File: src/rtl/status_led_ctrl_pkg.sv
// Shared definitions for the user-interface status blocks: mode encodings
// and the cycle-count derivations used by the LED timers.
package status_led_ctrl_pkg;

    typedef logic [27:0] cyc_t;

    typedef enum logic [1:0] {
        MODE_CALIB = 2'b00,
        MODE_IDLE  = 2'b01,
        MODE_RUN   = 2'b10,
        MODE_ERR   = 2'b11
    } mode_e;

    // Evaluated only at elaboration to build localparams; never in hardware.
    function automatic cyc_t halfCycles(input cyc_t freq, input cyc_t hz);
        return freq / (28'd2 * hz);
    endfunction

    function automatic cyc_t flashCycles(input cyc_t freq, input cyc_t ms);
        return (freq / 28'd1000) * ms;
    endfunction

    localparam cyc_t SLOW_CYC  = halfCycles(28'd25_000_000, 28'd1);
    localparam cyc_t FAST_CYC  = halfCycles(28'd25_000_000, 28'd4);
    localparam cyc_t FLASH_CYC = flashCycles(28'd25_000_000, 28'd100);

endpackage

File: src/rtl/status_led_ctrl_blink_gen.sv
// Half-period counter for LED blinking: tick_o marks the cycle on which the
// owner should toggle its LED register.
module led_blink_gen
    import status_led_ctrl_pkg::*;
#(
    parameter cyc_t HALF = 28'd1
) (
    input  logic clk,
    input  logic rst_n,
    input  logic clear_i,
    input  logic enable_i,
    output logic tick_o
);

    cyc_t cnt_q;
    cyc_t cnt_d;

    assign tick_o = enable_i && (cnt_q == HALF - 28'd1);

    always_comb begin
        cnt_d = cnt_q;
        if (clear_i) begin
            cnt_d = '0;
        end else if (enable_i) begin
            cnt_d = tick_o ? '0 : cnt_q + 28'd1;
        end
    end

    always_ff @(posedge clk or negedge rst_n) begin
        if (!rst_n) begin
            cnt_q <= '0;
        end else begin
            cnt_q <= cnt_d;
        end
    end

endmodule

File: src/rtl/status_led_ctrl.sv
// Turns calibration, read-enable, error and activity status into a single
// prioritised LED pattern (solid, slow/fast blink, activity flash).
module status_led_ctrl
    import status_led_ctrl_pkg::*;
#(
    parameter cyc_t FREQ     = 28'd25_000_000,
    parameter cyc_t SLOW_HZ  = 28'd1,
    parameter cyc_t FAST_HZ  = 28'd4,
    parameter cyc_t FLASH_MS = 28'd100
) (
    input  logic       clk,
    input  logic       rst_n,
    input  logic       calib_done,
    input  logic       rd_en,
    input  logic       act_pulse,
    input  logic       err_pulse,
    input  logic       err_clr,
    output logic       led,
    output logic       err_latched,
    output logic [1:0] mode
);

    localparam cyc_t SLOW_HALF = halfCycles(FREQ, SLOW_HZ);
    localparam cyc_t FAST_HALF = halfCycles(FREQ, FAST_HZ);
    localparam cyc_t FLASH_LEN = flashCycles(FREQ, FLASH_MS);

    mode_e mode_q, mode_d;
    logic  led_q, led_d;
    logic  err_q, err_d;
    logic  armed_q;
    logic  flash_q, flash_d;
    logic  gap_q, gap_d;
    cyc_t  flashCnt_q, flashCnt_d;

    logic  entry;
    logic  flashLast;
    logic  flashFree;
    logic  slowTick;
    logic  fastTick;

    // The first edge after reset counts as an entry so the CALIB blink starts lit.
    assign entry     = (mode_d != mode_q) || !armed_q;
    assign flashLast = (flashCnt_q == FLASH_LEN - 28'd1);
    assign flashFree = (!flash_q && !gap_q) || (gap_q && flashLast);

    led_blink_gen #(.HALF(SLOW_HALF)) uSlow (
        .clk      (clk),
        .rst_n    (rst_n),
        .clear_i  (entry),
        .enable_i ((mode_d == MODE_CALIB) && !entry),
        .tick_o   (slowTick)
    );

    led_blink_gen #(.HALF(FAST_HALF)) uFast (
        .clk      (clk),
        .rst_n    (rst_n),
        .clear_i  (entry),
        .enable_i ((mode_d == MODE_ERR) && !entry),
        .tick_o   (fastTick)
    );

    always_comb begin
        err_d      = err_pulse ? 1'b1 : (err_clr ? 1'b0 : err_q);
        flash_d    = 1'b0;
        gap_d      = 1'b0;
        flashCnt_d = '0;
        led_d      = 1'b0;

        if (err_d)            mode_d = MODE_ERR;
        else if (!calib_done) mode_d = MODE_CALIB;
        else if (rd_en)       mode_d = MODE_RUN;
        else                  mode_d = MODE_IDLE;

        case (mode_d)
            MODE_CALIB: led_d = entry ? 1'b1 : (led_q ^ slowTick);
            MODE_ERR:   led_d = entry ? 1'b1 : (led_q ^ fastTick);
            MODE_RUN: begin
                if (flash_q && !flashLast) begin
                    flash_d    = 1'b1;
                    flashCnt_d = flashCnt_q + 28'd1;
                    led_d      = 1'b0;
                end else if (flash_q) begin
                    gap_d = 1'b1;
                    led_d = 1'b1;
                end else if (act_pulse && flashFree) begin
                    flash_d = 1'b1;
                    led_d   = 1'b0;
                end else if (gap_q && !flashLast) begin
                    gap_d      = 1'b1;
                    flashCnt_d = flashCnt_q + 28'd1;
                    led_d      = 1'b1;
                end else begin
                    led_d = 1'b1;
                end
            end
            default: led_d = 1'b0;
        endcase
    end

    always_ff @(posedge clk or negedge rst_n) begin
        if (!rst_n) begin
            mode_q     <= MODE_CALIB;
            led_q      <= 1'b0;
            err_q      <= 1'b0;
            armed_q    <= 1'b0;
            flash_q    <= 1'b0;
            gap_q      <= 1'b0;
            flashCnt_q <= '0;
        end else begin
            mode_q     <= mode_d;
            led_q      <= led_d;
            err_q      <= err_d;
            armed_q    <= 1'b1;
            flash_q    <= flash_d;
            gap_q      <= gap_d;
            flashCnt_q <= flashCnt_d;
        end
    end

    assign led         = led_q;
    assign err_latched = err_q;
    assign mode        = mode_q;

endmodule
File: config.mk
export PLATFORM = sky130hd
export DESIGN_NAME = status_led_ctrl
export DESIGN_NICKNAME = d
export VERILOG_FILES = /design/src/rtl/status_led_ctrl_pkg.sv /design/src/rtl/status_led_ctrl_blink_gen.sv /design/src/rtl/status_led_ctrl.sv
export SDC_FILE = /design/constraint.sdc
export NUM_CORES = 1
export LEC_CHECK = 0
export ABC_AREA = 1
export CAP_MARGIN = 0
export CORE_MARGIN = 2
export CORE_UTILIZATION = 40
export DETAILED_ROUTE_END_ITERATION = 16
export GPL_TIMING_DRIVEN = 0
export PLACE_DENSITY = 0.62
export SLEW_MARGIN = 20
export SYNTH_ARGS = -nofsm -noshare
export SYNTH_HDL_FRONTEND = slang
export SYNTH_SLANG_ARGS = --single-unit
export TNS_END_PERCENT = 5
File: constraint.sdc
create_clock -name clk -period 1.99 [get_ports clk]
set_input_delay 0.2985 -clock clk [delete_from_list [all_inputs] [get_ports clk]]
set_output_delay 0.2985 -clock clk [all_outputs]
set_load 0.01 [all_outputs]
### Word level (Yosys, flattened, before mapping)

Index checks and enable logic that the tools add are counted.

| word-level totals | value |
|---|---|
| bits in registers | 91 |
| input port bits | 7 |
| output and inout bits | 4 |

| cells by class | value |
|---|---|
| add/subtract/negate cells | 3 |
| equality and inequality tests | 6 |
| mux-type cells | 31 |
| bitwise operators | 2 |
| reduce and logical (&&, ||, !) cells | 19 |

Operators by type and width:

| operator | count |
|---|---|
| $mux 28 | 11 |
| $add 28x1->28 const B | 3 |
| $eq 28x22->1 const B | 2 |
| $eq 28x24->1 const B | 1 |
| $mux 1 | 16 |
| $logic_and 1x1->1 | 9 |
| $mux 2 | 3 |
| $logic_not 1->1 | 5 |
| $eq 2x2->1 const B | 2 |
| $reduce_bool 2->1 | 2 |
| $pmux 1 s3 | 1 |
| $logic_not 2->1 | 1 |
| $logic_or 1x1->1 | 2 |
| $ne 2x2->1 | 1 |
| $xor 1x1->1 | 2 |

### Depth between registers and ports, before layout

| logic depth | value |
|---|---|
| word-level depth | 11 |
| depth in mapped cells | 13 |

### Modules after synthesis

From an unflattened synthesis, not the netlist that was laid out.

| unflattened totals | value |
|---|---|
| cells, all modules | 827 |
| area total of the unflattened synthesis | 5921.9 µm² |

By module, submodules not included:

| module | times used | cells an instance | area an instance (µm²) | seq. area each (µm²) |
|---|---|---|---|---|
| status_led_ctrl | 1 | 266 | 2128.3 | 875.8 |
| led_blink_gen at uFast | 1 | 288 | 1905.6 | 700.7 |
| led_blink_gen at uSlow | 1 | 273 | 1888.1 | 700.7 |

### Worst setup path after synthesis

Ideal clock, no wire load.

| timing | value |
|---|---|
| path type | flip-flop to flip-flop |
| start | register uSlow.cnt_q[0] |
| end | register uSlow.cnt_q[24] |
| arrival | 1.674 ns |
| slack | 0.239 ns |
| stages on the path, launching flop included | 12 |
| path buffers | 0 |
| period minus slack after synthesis | 1.751 ns |
| path through | dfrtp_1 > ha_1 > nand2_2 > nor2_4 > nand2_4 > nor3_4 > nand2_2 > nor3_4 > nand2_2 > o21ai_1 > nand3_1 > o21ai_1 |

| on the way | value |
|---|---|
| word-level cells in the longest chain between the ends | 5 |
| elaborated cells between the ends (all ways) | 6 |
| classes of those cells | 1 x add/sub; 1 x eq/ne; 3 x mux; 1 x reduce/logical |

RTL lines:

| item | line | text |
|---|---|---|
| start: declaration | status_led_ctrl_blink_gen.sv:15 | `cyc_t cnt_q;` |
| start signal: assignment | status_led_ctrl_blink_gen.sv:33 | `cnt_q <= cnt_d;` |
| parallel branches: the longest is 2 deep, another holds $add 28x1->28 | -- |  |
| $mux 28 (*) | status_led_ctrl_blink_gen.sv:25 | `cnt_d = tick_o ? '0 : cnt_q + 28'd1;` |
| $mux 28 (*) | status_led_ctrl_blink_gen.sv:24 | `end else if (enable_i) begin` |
| $mux 28 (*) | status_led_ctrl_blink_gen.sv:22 | `if (clear_i) begin` |

Every way passes the cells marked *. The select of a mux whose other input is x is not followed.
A chain may end at the register's enable or synchronous reset.

### Worst setup path in the final report

| timing | value |
|---|---|
| start | register uFast.cnt_q[0] |
| end | register uFast.cnt_q[24] |

| on the way | value |
|---|---|
| word-level cells in the longest chain between the ends | 5 |
| elaborated cells between the ends (all ways) | 6 |
| classes of those cells | 1 x add/sub; 1 x eq/ne; 3 x mux; 1 x reduce/logical |

RTL lines:

| item | line |
|---|---|
| start: declaration | status_led_ctrl_blink_gen.sv:15 |
| start signal: assignment | status_led_ctrl_blink_gen.sv:33 |
| parallel branches: the longest is 2 deep, another holds $add 28x1->28 | -- |
| $mux 28 (*) | status_led_ctrl_blink_gen.sv:25 |
| $mux 28 (*) | status_led_ctrl_blink_gen.sv:24 |
| $mux 28 (*) | status_led_ctrl_blink_gen.sv:22 |

Marked as above.

==> out/qor.yml <==
grt_overflow: 0
antenna_found_initial: 0
cp_max_fo: 5
synth_edf_count: 0
crit_required_ps: 2220
cp-startpoint: "uFast.cnt_q[0]"
clock-sinks: 91
drv_slew: 0
worstSetupPathType: "reg2reg"
dieWidth_um: 120
post-route-util: 0.477
diodes: 0
rsz0062_at_grt: "yes"
rows: 42
peakVddDrop_v: 0.000426
ys_warn_count: 0
async_flop_share: 1.00
coreArea_um2: 13200
cts_buffers: 9
fin_crit_sh: 0.977
fin_nets: 727
grt_start_max_net_pins: 54
die_y_um: 120
syn_inst: 676
syn_area_um2: 5390
cts_root_buf: "clkbuf_16"
clock_skew_ps: 6.33
hp-class: "in2async"
routedWlPerCell_um: 13.8
grt_pass1_wl_um: 21000
track_usage: 0.179
startpoint_type: "flop"
first_pass_iters: 4
htreeDepth: 3
ys_seq_area_frac: 0.423
dpl.hpwl_um: 8850
ioPinCount: 11
area_growth_pct: 16.9
placed_cells: 863
r2r_start: "uFast.cnt_q[0]"
clk_pin_slew_ps: 70
avgSynthCellArea_um2: 7.97
die_area_um2: 14400
drt-initial-drc-count: 405
maxCapViolCount: 0
clk_latency_ps: 340
end_kind: "flop"
outcome: "completed"
io_buffers: 10
layout_min_cycle_time_ps: 1940
grt_pass1_vias: 4466
final_hold_viol_count: 0
clockBufferDepth: 2
drc_errors: 0
synth_seq_cells: 91
rr_worst_depth: 10
drive_gt1_frac: 0.155
drtAntennaViolNets: 0
finalWeightedCongestion: 0.898
cp.arrival_ps: 2170
final_area_um2: 6290
setup_viol: 0
setup_tns_ps: 0
synth_flop_cell: "dfrtp_1"
p_per_area_nw_per_um2: 615
r2r_end: "uFast.cnt_q[24]"
vias_per_cell: 5.19
wirelength_um: 12400
regToRegSetupSlack_ps: 50
fmax_mhz: 515
fin_cells: 894
seqCellArea_um2: 2280
p_leak_nw: 2.48
multiInputGateArea_um2: 2850
placed_cell_area_um2: 5730
yosysTopAreaCell: "dfrtp_1"
yosys-top-cells-area: "dfrtp_1 42%, nand2_1 9.5%, xor2_1 6.7%, nor2_1 5.2%, inv_1 4.9%"
cts_tree: "yes"
synth_fp_nets: 690
start_util: 0.408
synthDistinctLibCells: 42
fill_cells: 1295
vias: 4643
synth_top_area_share: 0.423
## sequential cells by signal (all words and copies together) (netlist names)
signal	count
flashCnt_q	28
uFast.cnt_q	28
uSlow.cnt_q	28
mode	2
armed_q	1
err_latched	1
flash_q	1
gap_q	1
led	1
## kinds of logic (layout without fill, tap and decap cells)
group           count (synthesis)  count (layout)  share of synthesized area
xor+xnor                       50              50                     0.0813
compound gates                 79              79                     0.0862
simple gates                  357             357                      0.325
fa+ha+maj                       7               7                     0.0163
flops                          91              91                      0.423
other cells                     1               1                   0.000696
buf+inv                        91             133                     0.0678
## cells in the final DEF (no fill, tap or decap), drive strengths merged
cell type,netlist,routed
xnor2,9,9
a21oi,12,12
nor2,90,90
buf,12,27
dfrtp,91,91
nor4b,1,1
dlygate4sd3,0,1
clkinvlp,0,1
nor4,9,9
a31oi,1,1
a41oi,1,1
ha,7,7
a21boi,2,2
a22oi,1,1
and3,2,2
nand2,149,149
clkbuf,1,13
conb,1,1
o211ai,3,3
o21bai,1,1
inv,78,80
bufinv,0,1
o31ai,1,1
nand3,45,45
or2,3,3
clkinv,0,1
nand4,20,20
clkdlybuf4s50,0,9
o21ai,29,29
o22ai,28,28
nor3,38,38
xor2,41,41
## stage by stage
step                setup WS (ps)  total power [mW]  hold slack [ps]
global route                 -102              4.03              469
global placement            -2860              2.12              446
floorplan                     239              2.02             2.91
finish                       46.6              3.87              424
detailed placement           -343              2.13              236
CTS                         -21.1              3.90              432
## critical path: stages, from the launching register on
cell and delay [ps]:
dfrtp_1 400, ha_2 230, nand2_1 80, inv_2 110, nand3_2 100, nor3_2 250
nand2_2 130, nor2_4 140, nand4_1 120, xor2_1 180, o22ai_1 90
## routing by layer
layer | share of wire | up-vias | track usage
met3 | 0.033 | 10 | 0.0461
met2 | 0.48 | 81 | 0.287
met5 | 0 | - | 0
met4 | 0.0092 | 0 | 0.0360
li1 | - | 2307 | -
met1 | 0.48 | 2245 | 0.245
## what timing repair did
action,in CTS,in global routing
cloned,0,0
gates resized for setup,2,38
buffers inserted,0,14
pin swaps,0,10
hold buffers,1,0
setup endpoints to repair,21,73
hold endpoints to repair,38,0
## worst max-delay path by stage
stage | to | slack (ps) | depth (start not counted)
after floorplan | uSlow.cnt_q[24] | 240 | 11
after global placement | uSlow.cnt_q[16] | -2860 | 1
after detailed placement | uSlow.cnt_q[7] | -340 | 12
after CTS | uSlow.cnt_q[7] | -20 | 12
after global routing | uSlow.cnt_q[24] | -100 | 11
final | uFast.cnt_q[24] | 50 | 10
## cell type report
class                   count  share of cell area
clock inverters             5             0.00954
multi-input cells         494               0.452
well taps                 176              0.0350
repair buffers             26              0.0388
plain buffers              13              0.0175
clock buffers              11              0.0386
inverters                  78              0.0465
flip-flops and latches     91               0.362
## cell usage after synthesis (2+ instances only)
cell / count
nand2_1: 137
dfrtp_1: 91
nor2_1: 75
inv_1: 71
xor2_1: 41
nand3_1: 39
nor3_1: 30
o22ai_1: 28
nand4_1: 20
o21ai_1: 18
a21oi_1: 11
nand2_2: 11
o21ai_0: 11
buf_2: 10
nor4_1: 9
xnor2_1: 9
nor2_4: 8
ha_1: 7
inv_2: 7
nor2_2: 7
nand3_2: 5
nor3_2: 4
nor3_4: 4
or2_2: 3
and3_1: 2
o211ai_1: 2
## where the power goes
| part | switching, mW | leakage [nW] | total (mW) | internal [mW] |
|---|---|---|---|---|
| clock network | 0.729 | 0.147 | 1.74 | 1.02 |
| logic | 0.158 | 1.08 | 0.250 | 0.0919 |
| registers | 0.0136 | 1.25 | 1.88 | 1.86 |
| total | 0.901 | 2.48 | 3.87 | 2.97 |
Power figures use the tool's default switching activity.
